### src/rtl/apb_sram_pkg.sv
// apb_sram_pkg: shared definitions for the APB-to-SRAM controller slice.
//   - state_e     : controller FSM state encoding
//   - *WidthDef   : default data / SRAM address / APB address widths
//   - in_range()  : checks that an APB word address falls inside the SRAM
package apb_sram_pkg;

  localparam int unsigned DataWidthDef    = 8;
  localparam int unsigned AddrWidthDef    = 4;
  localparam int unsigned ApbAddrWidthDef = 8;

  typedef enum logic [2:0] {
    StIdle,
    StWr,
    StRdAddr,
    StRdData,
    StErr
  } state_e;

  // True when paddr addresses one of the 2**addr_width SRAM words.
  // Callers zero-extend paddr to 32 bits, so APB address widths up to 32 are supported.
  function automatic logic in_range(input logic [31:0] paddr, input int unsigned addr_width);
    return (paddr >> addr_width) == 32'd0;
  endfunction

endpackage

### src/rtl/apb_sram_top.sv
// apb_sram_top: APB_SRAM subsystem wrapper, controller plus SRAM macro.
//   clk, rst_n            : clock, asynchronous active-low reset
//   psel..pwdata          : APB request
//   prdata/pready/pslverr : APB response
module apb_sram_top
  import apb_sram_pkg::*;
#(
  parameter int unsigned DATA_WIDTH     = DataWidthDef,
  parameter int unsigned ADDR_WIDTH     = AddrWidthDef,
  parameter int unsigned APB_ADDR_WIDTH = ApbAddrWidthDef
) (
  input  logic                      clk,
  input  logic                      rst_n,
  input  logic                      psel,
  input  logic                      penable,
  input  logic                      pwrite,
  input  logic [APB_ADDR_WIDTH-1:0] paddr,
  input  logic [DATA_WIDTH-1:0]     pwdata,
  output logic [DATA_WIDTH-1:0]     prdata,
  output logic                      pready,
  output logic                      pslverr
);

  logic                  sram_wr_en;
  logic [ADDR_WIDTH-1:0] sram_addr;
  logic [DATA_WIDTH-1:0] sram_din;
  logic [DATA_WIDTH-1:0] sram_dout;
  logic                  sram_rst;

  // The SRAM macro uses an active-high reset.
  assign sram_rst = ~rst_n;

  apb_sram_ctrl #(
    .DATA_WIDTH     (DATA_WIDTH),
    .ADDR_WIDTH     (ADDR_WIDTH),
    .APB_ADDR_WIDTH (APB_ADDR_WIDTH)
  ) u_ctrl (
    .clk        (clk),
    .rst_n      (rst_n),
    .psel       (psel),
    .penable    (penable),
    .pwrite     (pwrite),
    .paddr      (paddr),
    .pwdata     (pwdata),
    .prdata     (prdata),
    .pready     (pready),
    .pslverr    (pslverr),
    .sram_wr_en (sram_wr_en),
    .sram_addr  (sram_addr),
    .sram_din   (sram_din),
    .sram_dout  (sram_dout)
  );

  simple_sram #(
    .DATA_WIDTH (DATA_WIDTH),
    .ADDR_WIDTH (ADDR_WIDTH)
  ) u_sram (
    .clk   (clk),
    .rst   (sram_rst),
    .wr_en (sram_wr_en),
    .addr  (sram_addr),
    .din   (sram_din),
    .dout  (sram_dout)
  );

endmodule

### src/rtl/simple_sram.sv
// simple_sram: single-port synchronous SRAM model.
//   clk   : clock
//   rst   : synchronous, active-high; clears dout only, contents are kept
//   wr_en : write strobe; write has priority and dout is not updated that cycle
//   addr  : word address
//   din   : write data
//   dout  : registered read data (mem[addr] of the previous non-write cycle)
module simple_sram #(
  parameter int unsigned DATA_WIDTH = 8,
  parameter int unsigned ADDR_WIDTH = 4
) (
  input  logic                  clk,
  input  logic                  rst,
  input  logic                  wr_en,
  input  logic [ADDR_WIDTH-1:0] addr,
  input  logic [DATA_WIDTH-1:0] din,
  output logic [DATA_WIDTH-1:0] dout
);

  localparam int unsigned Depth = 2 ** ADDR_WIDTH;

  logic [DATA_WIDTH-1:0] mem_q [Depth];
  logic [DATA_WIDTH-1:0] dout_q;

  always_ff @(posedge clk) begin
    if (wr_en) begin
      mem_q[addr] <= din;
    end
  end

  always_ff @(posedge clk) begin
    if (rst) begin
      dout_q <= '0;
    end else if (!wr_en) begin
      dout_q <= mem_q[addr];
    end
  end

  assign dout = dout_q;

endmodule

### src/rtl/apb_sram_ctrl.sv
// apb_sram_ctrl: APB3 slave that sequences one single-port synchronous SRAM.
//   clk, rst_n            : clock, asynchronous active-low reset
//   psel/penable/pwrite   : APB control
//   paddr/pwdata          : APB word address / write data
//   prdata/pready/pslverr : APB response (writes: 0 wait states, reads: 1 wait state,
//                           out-of-range: 0 wait states with pslverr)
//   sram_wr_en/addr/din   : SRAM request, registered
//   sram_dout             : SRAM registered read data
module apb_sram_ctrl
  import apb_sram_pkg::*;
#(
  parameter int unsigned DATA_WIDTH     = DataWidthDef,
  parameter int unsigned ADDR_WIDTH     = AddrWidthDef,
  parameter int unsigned APB_ADDR_WIDTH = ApbAddrWidthDef  // must be >= ADDR_WIDTH
) (
  input  logic                      clk,
  input  logic                      rst_n,
  input  logic                      psel,
  input  logic                      penable,
  input  logic                      pwrite,
  input  logic [APB_ADDR_WIDTH-1:0] paddr,
  input  logic [DATA_WIDTH-1:0]     pwdata,
  output logic [DATA_WIDTH-1:0]     prdata,
  output logic                      pready,
  output logic                      pslverr,
  output logic                      sram_wr_en,
  output logic [ADDR_WIDTH-1:0]     sram_addr,
  output logic [DATA_WIDTH-1:0]     sram_din,
  input  logic [DATA_WIDTH-1:0]     sram_dout
);

  state_e                state_q;
  logic                  wr_en_q;
  logic [ADDR_WIDTH-1:0] addr_q;
  logic [DATA_WIDTH-1:0] din_q;
  logic                  pready_q;
  logic                  pslverr_q;

  logic setup;
  assign setup = psel && !penable;

  // Outputs for the next state are computed alongside the transition so that pready,
  // pslverr and sram_wr_en come straight from flops.
  always_ff @(posedge clk or negedge rst_n) begin
    if (!rst_n) begin
      state_q   <= StIdle;
      wr_en_q   <= 1'b0;
      addr_q    <= '0;
      din_q     <= '0;
      pready_q  <= 1'b0;
      pslverr_q <= 1'b0;
    end else begin
      wr_en_q   <= 1'b0;
      pready_q  <= 1'b0;
      pslverr_q <= 1'b0;
      unique case (state_q)
        StIdle: begin
          // penable without a preceding setup phase is ignored here.
          if (setup) begin
            addr_q <= paddr[ADDR_WIDTH-1:0];
            din_q  <= pwdata;
            if (!in_range(32'(paddr), ADDR_WIDTH)) begin
              state_q   <= StErr;
              pready_q  <= 1'b1;
              pslverr_q <= 1'b1;
            end else if (pwrite) begin
              state_q  <= StWr;
              wr_en_q  <= 1'b1;
              pready_q <= 1'b1;
            end else begin
              state_q <= StRdAddr;
            end
          end
        end
        StWr: begin
          state_q <= StIdle;
        end
        StRdAddr: begin
          // Dropping psel here abandons the read without ever raising pready.
          if (psel) begin
            state_q  <= StRdData;
            pready_q <= 1'b1;
          end else begin
            state_q <= StIdle;
          end
        end
        StRdData: begin
          state_q <= StIdle;
        end
        StErr: begin
          state_q <= StIdle;
        end
        default: begin
          state_q <= StIdle;
        end
      endcase
    end
  end

  assign sram_wr_en = wr_en_q;
  assign sram_addr  = addr_q;
  assign sram_din   = din_q;
  assign pready     = pready_q;
  assign pslverr    = pslverr_q;

  // The SRAM read data only becomes valid in the RD_DATA cycle itself, so prdata is a gated
  // pass-through rather than a flop (a flop would add a second wait state).
  assign prdata = (state_q == StRdData) ? sram_dout : '0;

endmodule

### config.mk
export PLATFORM = sky130hd
export DESIGN_NAME = apb_sram_top
export DESIGN_NICKNAME = d
export VERILOG_FILES = /design/src/rtl/apb_sram_pkg.sv /design/src/rtl/apb_sram_top.sv /design/src/rtl/simple_sram.sv /design/src/rtl/apb_sram_ctrl.sv
export SDC_FILE = /design/constraint.sdc
export NUM_CORES = 1
export LEC_CHECK = 0
export CORE_MARGIN = 1.5
export CORE_UTILIZATION = 35
export DETAILED_ROUTE_END_ITERATION = 10
export PLACE_DENSITY_LB_ADDON = 0.1
export SYNTH_ARGS = -nofsm -noshare
export SYNTH_HDL_FRONTEND = slang
export SYNTH_SLANG_ARGS = --single-unit
### constraint.sdc
create_clock -name clk -period 2.7 [get_ports clk]
set_input_delay 0.27 -clock clk [delete_from_list [all_inputs] [get_ports clk]]
set_output_delay 0.27 -clock clk [all_outputs]
set_load 0.02 [all_outputs]
; Yosys cells after proc, flatten, opt, wreduce, memory -nomap -nowiden
; Memory sizes are Yosys's and may differ from the RTL's. A register that Yosys moved wholly into a read port is not among the register bits.
; Index checks and enable logic that the tools add are counted.
[op_classes]
n_eq_ne = 3
mux = 19
reduce_logical = 7
[ops]
columns = operator, count
row1 = $logic_not 32->1, 1
row2 = $mux 1, 12
row3 = $mux 8, 1
row4 = $eq 3x2->1 const B, 2
row5 = $mux 3, 2
row6 = $pmux 3 s2, 1
row7 = $mux 2, 2
row8 = $logic_not 1->1, 3
row9 = $logic_not 3->1, 1
row10 = $ne 2x1->1 const B, 1
row11 = $pmux 1 s2, 1
row12 = $reduce_and 2->1, 1
row13 = $logic_and 1x1->1, 1
[word_totals]
ff_bits = 18
ram_bits = 128
input_bits = 21
output_inout_bits = 10
elab_cells = 36
n_memories = 1
[memory_table]
columns = name, depth, width, rd, rd_clocked_by_memory_dff, write_ports, line
row1 = u_sram.mem_q, 16, 8, 1, 1, 1, simple_sram.sv:22  ; logic [DATA_WIDTH-1:0] mem_q [Depth];

; Depth between registers and ports, before layout
; Gate-level depths: netlist (run 1).
[logic_depth]
depth_word = 4
mapped_depth = 7
mapped_depth_nobuf = 4

; Hierarchy
; A second synthesis (run 1) with hierarchy kept.
[unflattened]
cells_unflattened = 319
area_unflattened_um2 = 6064.6
[by_module_without_submodules]
columns = module, instances, cells_per_inst, area_per_inst_um2, seq_area_each_um2
row1 = simple_sram, 1, 261, 5287.6, 4003.8
row2 = apb_sram_ctrl, 1, 57, 773.2, 450.4
row3 = apb_sram_top, 1, 1, 3.8, 0.0

; Worst setup path after synthesis (run 1)
; Ideal clock, no wire load.
[synth_timing]
kind = register -> register
from = reg u_ctrl.addr_q[1] (netlist: u_ctrl.sram_addr[1])
to = mem u_sram.mem_q[1][0], enable pin
setup_time_ns = 0.383
t_arrival_ns = 1.773
required_ns = 2.317
slack_ns = 0.544
stages_incl_launch_ff = 6
path_buffers = 3
period_less_slack_ns = 2.156
cell_sequence = dfrtp_1 > buf_6 > buf_8 > buf_2 > or2_2 > nor3_1
[synth_lines]
columns = element, line
row1 = start: declaration, apb_sram_ctrl.sv:34  ; logic [ADDR_WIDTH-1:0] addr_q;
row2 = start signal: assignment, apb_sram_ctrl.sv:60  ; addr_q <= paddr[ADDR_WIDTH-1:0];
row3 = end: declaration, simple_sram.sv:22
; Straight into the memory's write port.

==> results.sh, run 1 <==
export IMPL_avgSynthCellArea_um2=18.3
export IMPL_ir_drop_v=0.000479
export IMPL_postRouteAntennaNets=0
export IMPL_power_leakage_nw=2.49
export IMPL_synth_nets=352
export IMPL_ctsHoldBuffers=0
export IMPL_regArea_mm2=0.00446
export IMPL_p_sw_w=0.00139
export IMPL_drt_iter0_markers=245
export IMPL_drc_errors=0
export IMPL_port_buffers=30
export IMPL_antenna_found_initial=0
export IMPL_powerDensity_mw_per_mm2=793
export IMPL_relSlewSlack_pct=46.9
export IMPL_postRouteWirelength_um=13300
export IMPL_cts_buffer_depth=2
export IMPL_synth_warnings=0
export IMPL_worstMarginPinSlew_ns=0.796
export IMPL_internal_power_w=0.00436
export IMPL_place_ws_ns=0.443
export IMPL_grt_remaining_overflow=0
export IMPL_maxCapViolations=0
export IMPL_critPathRequiredTime_ns=3.01
export IMPL_hold_viol=0
export IMPL_layout_cells_non_filler=617
export IMPL_cts_tree="yes"
export IMPL_fin_ws_ns=0.495
export IMPL_synth_common_cells="edfxtp_1 (128), dfrtp_1 (18), mux2i_1 (18)"
export IMPL_place_inst=585
export IMPL_worstHoldPathType="in -> async"
export IMPL_final_util_pct=43.3
export IMPL_combPwrFrac_pct=9.1
export IMPL_final_setup_tns_ns=0
export IMPL_clock_skew_ns=0.00806
export IMPL_clock_latency_ns=0.42
export IMPL_grt_pass1_wl_um=20100
export IMPL_swShare_pct=24.1
export IMPL_cts_sinks=154
export IMPL_root_buffer="clkbuf_16"
export IMPL_fillers=1467
export IMPL_ys_top_cells_by_area="edfxtp_1 (63%), dfrtp_1 (7.4%), mux4_2 (6.3%), mux2i_1 (3.0%), dfxtp_1 (2.6%)"
export IMPL_drt_first_pass_iters=4
export IMPL_synthArstFlopShare_pct=11.7
export IMPL_initial_core_util_pct=36.1
export IMPL_crit_arrival_ns=2.51
export IMPL_end_kind="register"
export IMPL_numCtsBuffers=17
export IMPL_synth_edf_count=128
export IMPL_critPathMaxFanout=22
export IMPL_die_w_um=135
export IMPL_synthFlopType="edfxtp_1"
export IMPL_synth_top_area_cell="edfxtp_1"
export IMPL_diodes=0
export IMPL_yosysTopAreaCellShare_pct=63.5
export IMPL_cp_start_kind="register"
export IMPL_setup_viol=0
export IMPL_avgRoutedWirePerCell_um=21.6
export IMPL_finalCritPeriodShare_pct=81.7
export IMPL_ys_ff_latch=154
export IMPL_gp_routability_congestion=0.737
export IMPL_die_y_um=135
export IMPL_grt_start_max_net_pins=28
export IMPL_max_freq_mhz=454
export IMPL_post_cts_buffers=0
export IMPL_holdWs_ns=0.270
export IMPL_layout_drive_gt1_share_pct=22.2
export IMPL_fin_crit_ns=2.20
export IMPL_netlist_cell_type_count=36
export IMPL_rsz0062_at_grt="no"
export IMPL_multiInputGateArea_mm2=0.00147
export IMPL_dieArea_mm2=0.0181
export IMPL_htree_num_levels=4
export IMPL_via_per_inst=5.01
export IMPL_synth_most_common_cell="edfxtp_1"
export IMPL_netlist_instances=331
export IMPL_ctsResizeCount=0
export IMPL_outcome="completed"
export IMPL_core_mm2=0.0168
export IMPL_ios=31
export IMPL_syn2layout_area_growth_pct=19.8
export IMPL_worst_setup_path_type="reg -> reg"
export IMPL_seq_area_frac_synth_pct=73.6
export IMPL_vias=3089
export IMPL_sequentialPowerShare_pct=51.4
export IMPL_cts_clk_slew_worst_paths_ns=0.06
export IMPL_clkPwrFrac_pct=39.5
export IMPL_grt_pass1_vias=3208
export IMPL_grt_use_total_pct=16.0
export IMPL_report_final_slew_viol_count=0
export IMPL_num_nets_final=405
export IMPL_placementRows=47
export IMPL_syn_area_mm2=0.00606
export IMPL_dp_hpwl_um=8550
-- flip-flops by register name, indices dropped and copies added (netlist names) --
signal and cells:
u_ctrl.pslverr 1, u_sram.dout 8, u_ctrl.sram_din 8, u_sram.mem_q 128, u_ctrl.pready 1, u_ctrl.state_q 3, u_ctrl.sram_wr_en 1, u_ctrl.sram_addr 4
-- cell families after synthesis --
group / after synthesis / share of synthesized area (%)
AOI/OAI and AO/OA: 40 / 4.09
buffers and inverters: 21 / 2.21
DFF: 154 / 73.6
muxes: 54 / 14.8
and+or+nand+nor: 62 / 5.39
-- power by group through the flow --
stage                     clock (W)  sequential (W)  combinational, W
after floorplan                   0         0.00286          0.000441
after global placement            0         0.00301          0.000527
after detailed placement          0         0.00301          0.000531
after CTS                   0.00231         0.00296          0.000533
after global routing        0.00242         0.00298          0.000564
final                       0.00227         0.00296          0.000525
-- final timing paths --
path	start	endpoint	slack (ns)	cells past startpoint
min reg2reg	u_sram.dout[3]$_SDFFE_PN0N_	u_sram.dout[3]$_SDFFE_PN0N_	0.53	2
min	rst_n	u_ctrl.sram_addr[0]$_DFFE_PN0P_	0.27	2
max	u_ctrl.sram_addr[1]$_DFFE_PN0P_	u_sram.dout[7]$_SDFFE_PN0N_	0.50	6
max reg2reg	u_ctrl.sram_addr[1]$_DFFE_PN0P_	u_sram.dout[7]$_SDFFE_PN0N_	0.50	6
min in group clk	psel	u_ctrl.state_q[1]$_DFFE_PN0P_	0.45	3
max in group asynchronous	rst_n	u_ctrl.sram_addr[1]$_DFFE_PN0P_	2.13	2
-- cells in the final DEF, fill, tap and decap left out, types with 7 or more instances in the layout --
cell and instances:
a22oi_1 7, mux2i_1 18, clkdlybuf4s50_1 30, o221ai_1 7, o21ai_0 7, a21oi_1 17
nor3_1 8, nand2_1 7, dfrtp_1 17, nor2_1 16, buf_4 23, dfxtp_1 8
and2_1 9, mux2_4 7, edfxtp_1 128, mux4_2 17, clkbuf_16 19
-- through the flow --
| step | instance area [um^2] | power, W |
|---|---|---|
| after floorplan | 6060 | 0.00330 |
| after CTS | 7250 | 0.00581 |
| after global routing | 7250 | 0.00596 |
| final | 7250 | 0.00575 |
| after global placement | 6680 | 0.00353 |
| after detailed placement | 6680 | 0.00354 |
-- worst max-delay path: stages (launching register included) --
cell and delay, ns:
dfrtp_2 0.84, buf_4 0.40, buf_4 0.26, mux2i_1 0.22, o221ai_1 0.13, a21oi_1 0.16, a21oi_1 0.07
-- routing by layer --
| metal | track usage (%) | up-vias | share of wire (%) |
|---|---|---|---|
| met5 | 0 | - | 0 |
| met4 | 4.84 | 0 | 1.1 |
| met3 | 4.39 | 11 | 3.8 |
| met2 | 24.6 | 61 | 47 |
| met1 | 22.2 | 1587 | 48 |
| li1 | - | 1430 | - |
-- final cells by class --
cell class / count / area share (%)
multi-input cells: 156 / 20.2
repair buffers: 53 / 6.52
well taps: 220 / 3.80
inverters: 2 / 0.104
flip-flops and latches: 154 / 61.4
clock buffers: 23 / 7.18
clock inverters: 9 / 0.742
No activity file was read; power rests on OpenSTA's default activity.
==> inputs of run 2 (changes only) <==
Clock period 2.7 ns to 2.3 ns, I/O delays scaled along.
==> results.sh, run 2 (same netlist as run 1, synthesis figures left out) <==
export IMPL_rsz0062_at_grt="no"
export IMPL_worst_setup_path_type="reg -> out"
export IMPL_crit_chain="nand2_1 > nor2_1 > buf_4 > and2_1 > clkdlybuf4s50_1"
export IMPL_postRouteWirelength_um=13300
export IMPL_max_stage_delay_ns=0.61
export IMPL_holdWs_ns=0.247
export IMPL_placementRows=47
export IMPL_ctsResizeCount=0
export IMPL_antenna_found_initial=0
export IMPL_layout_cells_non_filler=617
export IMPL_fin_crit_ns=2.16
export IMPL_mostFrequentLayoutCell="edfxtp_1"
export IMPL_grt_pass1_vias=3103
export IMPL_initial_core_util_pct=36.1
export IMPL_largest_register="u_sram.mem_q"
export IMPL_root_buffer="clkbuf_16"
export IMPL_htree_num_levels=4
export IMPL_grt_use_total_pct=15.9
export IMPL_drt_iter0_markers=306
export IMPL_final_setup_tns_ns=0
export IMPL_via_per_inst=5.00
export IMPL_ir_drop_v=0.000505
export IMPL_finalCritPeriodShare_pct=94.1
export IMPL_cp_start_kind="register"
export IMPL_postRouteAntennaNets=0
export IMPL_port_buffers=30
export IMPL_stdcell_area_mm2=0.00732
export IMPL_p_total_w=0.00698
export IMPL_dieArea_mm2=0.0181
export IMPL_maxCapViolations=0
export IMPL_grt_pass1_wl_um=20100
export IMPL_place_inst=585
export IMPL_dp_hpwl_um=8440
export IMPL_hold_viol=0
export IMPL_crit_arrival_ns=1.93
export IMPL_avgRoutedWirePerCell_um=21.6
export IMPL_relSlewSlack_pct=49.7
export IMPL_layout_drive_gt1_share_pct=21.4
export IMPL_powerDensity_mw_per_mm2=953
export IMPL_critPathMaxFanout=8
export IMPL_syn2layout_area_growth_pct=21.0
export IMPL_critPathRequiredTime_ns=2.07
export IMPL_die_w_um=135
export IMPL_largest_reg_flops=128
export IMPL_ctsHoldBuffers=0
export IMPL_setup_viol=0
export IMPL_grt_remaining_overflow=0
export IMPL_power_leakage_nw=2.52
export IMPL_grt_start_max_net_pins=34
export IMPL_post_cts_buffers=0
export IMPL_gp_routability_congestion=0.767
export IMPL_worstMarginPinSlew_ns=0.754
export IMPL_cts_buffer_depth=2
export IMPL_drc_errors=0
export IMPL_worstHoldPathType="in -> async"
export IMPL_worst_path_max_delay_cell="clkdlybuf4s50_1"
export IMPL_cts_tree="yes"
export IMPL_cts_sinks=154
export IMPL_max_freq_mhz=462
export IMPL_cts_clk_slew_worst_paths_ns=0.06
export IMPL_clock_latency_ns=0.42
export IMPL_vias=3084
export IMPL_core_mm2=0.0168
export IMPL_clock_skew_ns=0.00720
export IMPL_diodes=0
export IMPL_outcome="completed"
export IMPL_numCtsBuffers=17
export IMPL_ios=31
export IMPL_mostFrequentLayoutCells="edfxtp_1 (128), clkdlybuf4s50_1 (30), clkbuf_16 (23)"
export IMPL_drt_first_pass_iters=4
export IMPL_place_area_mm2=0.00669
export IMPL_end_kind="output port"
export IMPL_worst_r2r_path_depth=4
export IMPL_report_final_slew_viol_count=0
export IMPL_num_nets_final=405
export IMPL_die_y_um=135
[run 2: changes by cell type in the layout (fill, tap and decap cells not counted)]
cell        before  now
inv_4            5    0
clkbuf_16       19   23
clkbuf_1         1    4
buf_12           0    1
buf_4           23   22
clkbuf_8         3    2
clkinvlp_4       1    0
[run 2: path summary, 6_finish.rpt]
kind	from	end	slack [ns]
worst min register to register	u_sram.dout[3]$_SDFFE_PN0N_	u_sram.dout[3]$_SDFFE_PN0N_	0.53
min in group clk	pwdata[1]	u_ctrl.sram_din[1]$_DFFE_PN0P_	0.41
worst min-delay path	rst_n	u_ctrl.sram_addr[3]$_DFFE_PN0P_	0.25
worst max-delay path	u_ctrl.state_q[1]$_DFFE_PN0P_	prdata[7]	0.14
max in group asynchronous	rst_n	u_ctrl.sram_addr[1]$_DFFE_PN0P_	1.77
worst max register to register	u_ctrl.sram_addr[1]$_DFFE_PN0P_	u_sram.dout[2]$_SDFFE_PN0N_	0.19
[run 2: report_power, final]
part	switching (W)	internal [W]	total, W
clock	0.00105	0.00182	0.00288
combinational	0.000312	0.000338	0.000650
sequential	0.000247	0.00320	0.00345
[run 2: area by class of cell]
class,instances,area [um^2]
Tap cell,220,275
Fill cell,1452,9440
Timing Repair Buffer,53,485
Clock buffer,29,618
Sequential cell,154,4460
Inverter,2,7.51
Multi-Input combinational cell,156,1470
Clock inverter,3,15.0
[run 2: layer usage]
layer / vias to the layer above / share of wire (%) / GRT usage, % / wire, um
met5: - / 0 / 0 / 0
met4: 0 / 1.9 / 6.51 / 249
met3: 15 / 4.3 / 3.72 / 567
met2: 85 / 45 / 22.5 / 5940
met1: 1559 / 49 / 23.7 / 6560
li1: 1425 / - / - / -
[run 2: through the flow]
step / util [%] / worst slack, ns
after floorplan: - / 0.144
after global placement: 39.9 / 0.190
after detailed placement: 39.9 / 0.152
after CTS: 43.7 / 0.0974
after global routing: 43.7 / 0.0313
final: 43.7 / 0.135
[run 2: critical path, delay by kind of cell (launching register included)]
kind,cells,cell delay (ns)
flops,1,0.39
buf+inv,2,0.79
simple gates,3,0.33
==> inputs of run 3 (changes only) <==
Settings changed: TNS_END_PERCENT from default to 50.
==> results of run 3 <==
The final DEF is identical to that of run 2; final timing and power are the same.
